[config.mk]
export PLATFORM = sky130hd
export DESIGN_NAME = fetch_pc_ctrl
export DESIGN_NICKNAME = d
export VERILOG_FILES = /design/src/rtl/fetch_pc_ctrl.sv
export SDC_FILE = /design/constraint.sdc
export NUM_CORES = 1
export LEC_CHECK = 0
export CORE_ASPECT_RATIO = 1.2
export CORE_MARGIN = 4
export CORE_UTILIZATION = 46
export DETAILED_ROUTE_END_ITERATION = 8
export GPL_TIMING_DRIVEN = 1
export PLACE_DENSITY = 0.8
export SKIP_LAST_GASP = 1
export SYNTH_ARGS = -nofsm -noshare
export SYNTH_HDL_FRONTEND = slang
export SYNTH_SLANG_ARGS = --single-unit
[constraint.sdc]
create_clock -name clk -period 2.2 [get_ports clk]
set_clock_uncertainty 0.2 [all_clocks]
set_input_delay 0.22 -clock clk [delete_from_list [all_inputs] [get_ports clk]]
set_output_delay 0.22 -clock clk [all_outputs]
set_load 0.005 [all_outputs]
[src/rtl/fetch_pc_ctrl.sv]
`default_nettype none
// ============================================================================
// Module      : fetch_pc_ctrl
// Description : Fetch-stage PC register and single-outstanding instruction
//               bus requester with a registered output slot for decode.
//               Responses belonging to a redirected-away fetch are dropped.
// Revision    : 1.0 - initial release
// ============================================================================
module fetch_pc_ctrl #(
  parameter logic [31:0] RESET_PC = 32'hbfc00000
) (
  input  logic        clk,
  input  logic        resetn,
  input  logic [31:0] pc_selected,
  input  logic        redirect,
  input  logic        stall,
  output logic [31:0] pc_succ,
  output logic        ireq,
  output logic [31:0] iaddr,
  input  logic        iaddr_ok,
  input  logic        idata_ok,
  input  logic [31:0] idata,
  output logic        f_valid,
  output logic [31:0] f_pc,
  output logic [31:0] f_instr,
  output logic        f_adel
);

  typedef enum logic [1:0] {
    ST_REQ  = 2'd0,
    ST_WAIT = 2'd1,
    ST_HOLD = 2'd2
  } state_t;

  state_t      state_q, state_d;
  logic [31:0] pc_q, pc_d;
  logic [31:0] req_pc_q, req_pc_d;
  logic        discard_q, discard_d;
  logic        f_valid_q, f_valid_d;
  logic [31:0] f_pc_q, f_pc_d;
  logic [31:0] f_instr_q, f_instr_d;
  logic        f_adel_q, f_adel_d;

  logic        pc_aligned;

  assign pc_aligned = (pc_q[1:0] == 2'b00);
  assign pc_succ    = pc_q + 32'd4;
  assign iaddr      = pc_q;
  assign f_valid    = f_valid_q;
  assign f_pc       = f_pc_q;
  assign f_instr    = f_instr_q;
  assign f_adel     = f_adel_q;

  // Request is suppressed on a redirect so a stale address is never issued.
  assign ireq = (state_q == ST_REQ) && pc_aligned && !redirect;

  // Next-state logic: redirect overrides every other transition.
  always_comb begin
    state_d   = state_q;
    pc_d      = pc_q;
    req_pc_d  = req_pc_q;
    discard_d = discard_q;
    f_valid_d = f_valid_q;
    f_pc_d    = f_pc_q;
    f_instr_d = f_instr_q;
    f_adel_d  = f_adel_q;

    if (redirect) begin
      pc_d      = pc_selected;
      f_valid_d = 1'b0;
      f_adel_d  = 1'b0;
      case (state_q)
        ST_HOLD: state_d = ST_REQ;
        ST_WAIT: begin
          if (idata_ok) begin
            // The in-flight response arrives now; drop it and refetch.
            discard_d = 1'b0;
            state_d   = ST_REQ;
          end else begin
            // Response still owed by the bus; remember to swallow it.
            discard_d = 1'b1;
          end
        end
        default: state_d = ST_REQ;
      endcase
    end else begin
      case (state_q)
        ST_REQ: begin
          if (!pc_aligned) begin
            // Misaligned PC: never touch the bus, hand decode an AdEL slot.
            f_valid_d = 1'b1;
            f_adel_d  = 1'b1;
            f_instr_d = 32'd0;
            f_pc_d    = pc_q;
            state_d   = ST_HOLD;
          end else if (iaddr_ok) begin
            req_pc_d = pc_q;
            state_d  = ST_WAIT;
          end
        end
        ST_WAIT: begin
          if (idata_ok) begin
            if (discard_q) begin
              discard_d = 1'b0;
              state_d   = ST_REQ;
            end else begin
              f_valid_d = 1'b1;
              f_pc_d    = req_pc_q;
              f_instr_d = idata;
              f_adel_d  = 1'b0;
              state_d   = ST_HOLD;
            end
          end
        end
        ST_HOLD: begin
          if (!stall) begin
            f_valid_d = 1'b0;
            pc_d      = pc_selected;
            state_d   = ST_REQ;
          end
        end
        default: state_d = ST_REQ;
      endcase
    end
  end

  // State and datapath registers with asynchronous active-low reset.
  always_ff @(posedge clk or negedge resetn) begin
    if (!resetn) begin
      state_q   <= ST_REQ;
      pc_q      <= RESET_PC;
      req_pc_q  <= 32'd0;
      discard_q <= 1'b0;
      f_valid_q <= 1'b0;
      f_pc_q    <= 32'd0;
      f_instr_q <= 32'd0;
      f_adel_q  <= 1'b0;
    end else begin
      state_q   <= state_d;
      pc_q      <= pc_d;
      req_pc_q  <= req_pc_d;
      discard_q <= discard_d;
      f_valid_q <= f_valid_d;
      f_pc_q    <= f_pc_d;
      f_instr_q <= f_instr_d;
      f_adel_q  <= f_adel_d;
    end
  end

endmodule
`default_nettype wire

==> out/metrics.yaml <==
synthesis:
  synth.distinct_cells: 41
  syn_avg_cell_area_um2: 11.17
  postSynthCellCount: 542
  synth_area_um2: 6053
  syn_nets: 617
  synth-seq-area-share: 0.5517
  ys_ff_latch: 133
  ys_warn_count: 0
sta:
  max_freq_ghz: 0.3983
  slew_headroom: 0.6195
  postLayoutSetupSlackWorst_ps: -310.7
  rsz0062_at_grt: "true"
  period_needed_ps: 2511
  final_max_slew_viol_count: 0
  worst_pin_slew_ps: 570.8
  fin_crit_sh: 1.141
  holdWs_ps: 85.85
  hold_viol_final: 0
  finalSetupViolCount: 23
worst_setup_path:
  cp_max_fo: 4
  start_kind: "flop"
  required_ps: 1780
  end_kind: "output port"
  worst-setup-path-type: "flop to output port"
  timing.rr.start: "state_q[0]"
  reg2reg_depth: 8
  startpoint: "iaddr[25]"
  worstPathArrival_ps: 2090
  worstReg2RegEnd: "f_pc[23]"
  rrSetupSlack_ps: 120
place:
  placed_area_um2: 8667
  gp_congestion: 0.8887
  place.port_buffers: 200
  place_worst_setup_slack_ps: -204.1
  placed_cells: 933
  hpwlAfterDp_mm: 12.10
cells_and_area:
  finalNonFillerCells: 1003
  n_fill_cell: 789
  drive_above_1_share: 0.3302
  syn_to_final_growth_pct: 62.34
  n_antenna_cell: 0
  stdcell_area_um2: 9827
  final_nets: 902
clocking:
  cts.path.max_buffers: 2
  numCtsBuffers: 17
  cts.sinks: 133
  cts_tree: "built"
  ctsRootBufferMaster: "clkbuf_16"
  path_clk_slew_ps: 60
  insertion_delay_ps: 410
  h-tree-depth: 4
floorplanning:
  die-area_um2: 15070
  ios: 201
  die_x_um: 112.7
  rows: 45
  start_util: 0.4736
  die_height_um: 133.7
  coreArea_um2: 12780
run_status:
  failed_checks: "setup timing"
  outcome: "finished, violations left"
routing:
  wl_per_cell_um: 18.32
  drtIter0Drc: 365
  route.detailed.drc: 0
  ant_nets: 0
  wirelength_mm: 18.37
  via_per_inst: 5.267
  vias: 5283
  drt_pass1_iterations: 5
power_and_ir_drop:
  cellLeakagePower_nw: 4.477
  powerDensity_nw_per_um2: 1113
  ir_worst_vdd_uv: 716.8
flow_run:
  cap_violations: 0
global_routing:
  grt_pass1_vias: 5603
  antenna_found_initial: 0
  grt_pass1_wl_mm: 29.34
  grt_max_degree: 59
  track_usage: 0.2448
  grt_remaining_overflow: 0
worst_hold_path:
  hp-class: "input pin to asynchronous set/reset pin"
-- stage by stage --
stage	TNS (ps)	utilization	power [mW]
after floorplan	0	-	5.473
after global placement	-1774	0.6781	7.666
after detailed placement	-2548	0.6781	7.826
after CTS	-3725	0.7541	10.84
after global routing	-6436	0.7689	11.52
final	-4090	0.7689	10.93
-- cell usage in the layout (no fill, tap or decap), types with 4 or more instances in the layout --
cell	Yosys	routed
xor2_1	10	9
nand3_2	1	4
dfrtp_1	124	124
inv_1	9	7
nand4_1	10	10
clkinvlp_4	0	5
mux2_2	62	62
o21ai_0	35	35
clkbuf_16	0	17
nand2_1	103	99
a21oi_1	7	6
buf_6	3	18
buf_4	2	75
mux2i_1	32	32
buf_12	0	9
nor3_4	0	8
buf_2	14	24
xnor2_2	0	8
dfstp_2	9	9
clkdlybuf4s50_1	0	170
nand3_1	42	36
xnor2_1	18	10
-- Yosys cell counts (all sizes together) --
cell | n | share of area
o311ai | 1 | 0.0014
and2 | 3 | 0.0031
clkbuf | 17 | 0.011
xor2 | 10 | 0.014
a211o | 1 | 0.0014
ha | 5 | 0.010
inv | 10 | 0.0062
o21bai | 1 | 0.0012
nand4 | 10 | 0.010
mux2i | 32 | 0.053
a32oi | 1 | 0.0014
mux2 | 63 | 0.12
buf | 19 | 0.020
dfstp | 9 | 0.039
nor4 | 2 | 0.0056
nor3b | 1 | 0.0031
nand3 | 43 | 0.036
o41ai | 1 | 0.0014
a21oi | 7 | 0.0058
dfrtp | 124 | 0.51
or2 | 1 | 0.0010
a211oi | 1 | 0.0021
nor2 | 6 | 0.0037
nand2 | 104 | 0.065
nand2b | 2 | 0.0021
a221o | 1 | 0.0017
o21ai | 35 | 0.029
nor3 | 8 | 0.0066
or3 | 2 | 0.0029
and3 | 2 | 0.0021
and4 | 2 | 0.0029
xnor2 | 18 | 0.026
-- worst max-delay path: stages, from the launching register on --
cell and delay [ps]:
dfstp_2 550, nand4_1 130, nor4_4 250, buf_4 180, buf_6 100, nand4_1 100
xnor2_1 200, buf_2 160
-- routing by layer --
layer / up-vias / share of wire / track usage
li1: 2427 / - / -
met1: 2609 / 0.39 / 0.2962
met2: 219 / 0.53 / 0.4239
met3: 28 / 0.058 / 0.06679
met4: 0 / 0.021 / 0.07682
met5: - / 0 / 0
-- kinds of logic (layout without fill, tap and decap cells) --
logic type / count (synthesis) / in the layout / synth area share
compound gates: 49 / 49 / 0.04547
xor+xnor: 28 / 28 / 0.04051
fa+ha+maj: 5 / 5 / 0.01033
buf+inv: 46 / 343 / 0.03720
flops: 133 / 133 / 0.5517
mux: 95 / 95 / 0.1701
simple gates: 186 / 186 / 0.1447
-- state kept, by name, indices dropped and copies added (netlist names) --
register,flops
discard_q,1
f_adel,1
f_instr,32
f_pc,32
f_valid,1
iaddr,32
req_pc_q,32
state_q,2
-- area by class of cell --
class	count	area, um2	share of cell area
inverters	10	37.54	0.003820
multi-input cells	363	2806	0.2856
repair buffers	302	2821	0.2871
clock buffers	20	466.7	0.04749
flip-flops and latches	133	3339	0.3398
well taps	164	205.2	0.02088
clock inverters	11	150.1	0.01528
-- where the power goes --
part / total, mW / leakage [nW] / switching, mW / internal [mW]
Clock: 2.93 / 0.287 / 1.06 / 1.87
Combinational: 4.19 / 2.53 / 1.84 / 2.35
Sequential: 3.82 / 1.66 / 0.519 / 3.30
-- what timing repair did --
item / 4_1_cts / 5_1_grt
pin swaps: 45 / 24
setup buffers: 30 / 10
endpoints found under the setup margin: 28 / 28
endpoints found under the hold margin: 126 / 0
gates resized for setup: 148 / 30
hold buffers: 1 / 0
-- worst max path at each step --
stage	to	cells after the start	slack, ps
6_report	pc_succ[31]	7	-310
2_1_floorplan	pc_succ[22]	6	210
3_5_place_dp	pc_succ[16]	7	-200
5_1_grt	pc_succ[31]	9	-420
3_3_place_gp	pc_succ[16]	7	-200
4_1_cts	pc_succ[31]	7	-330
No activity file was read; power rests on OpenSTA's default activity.
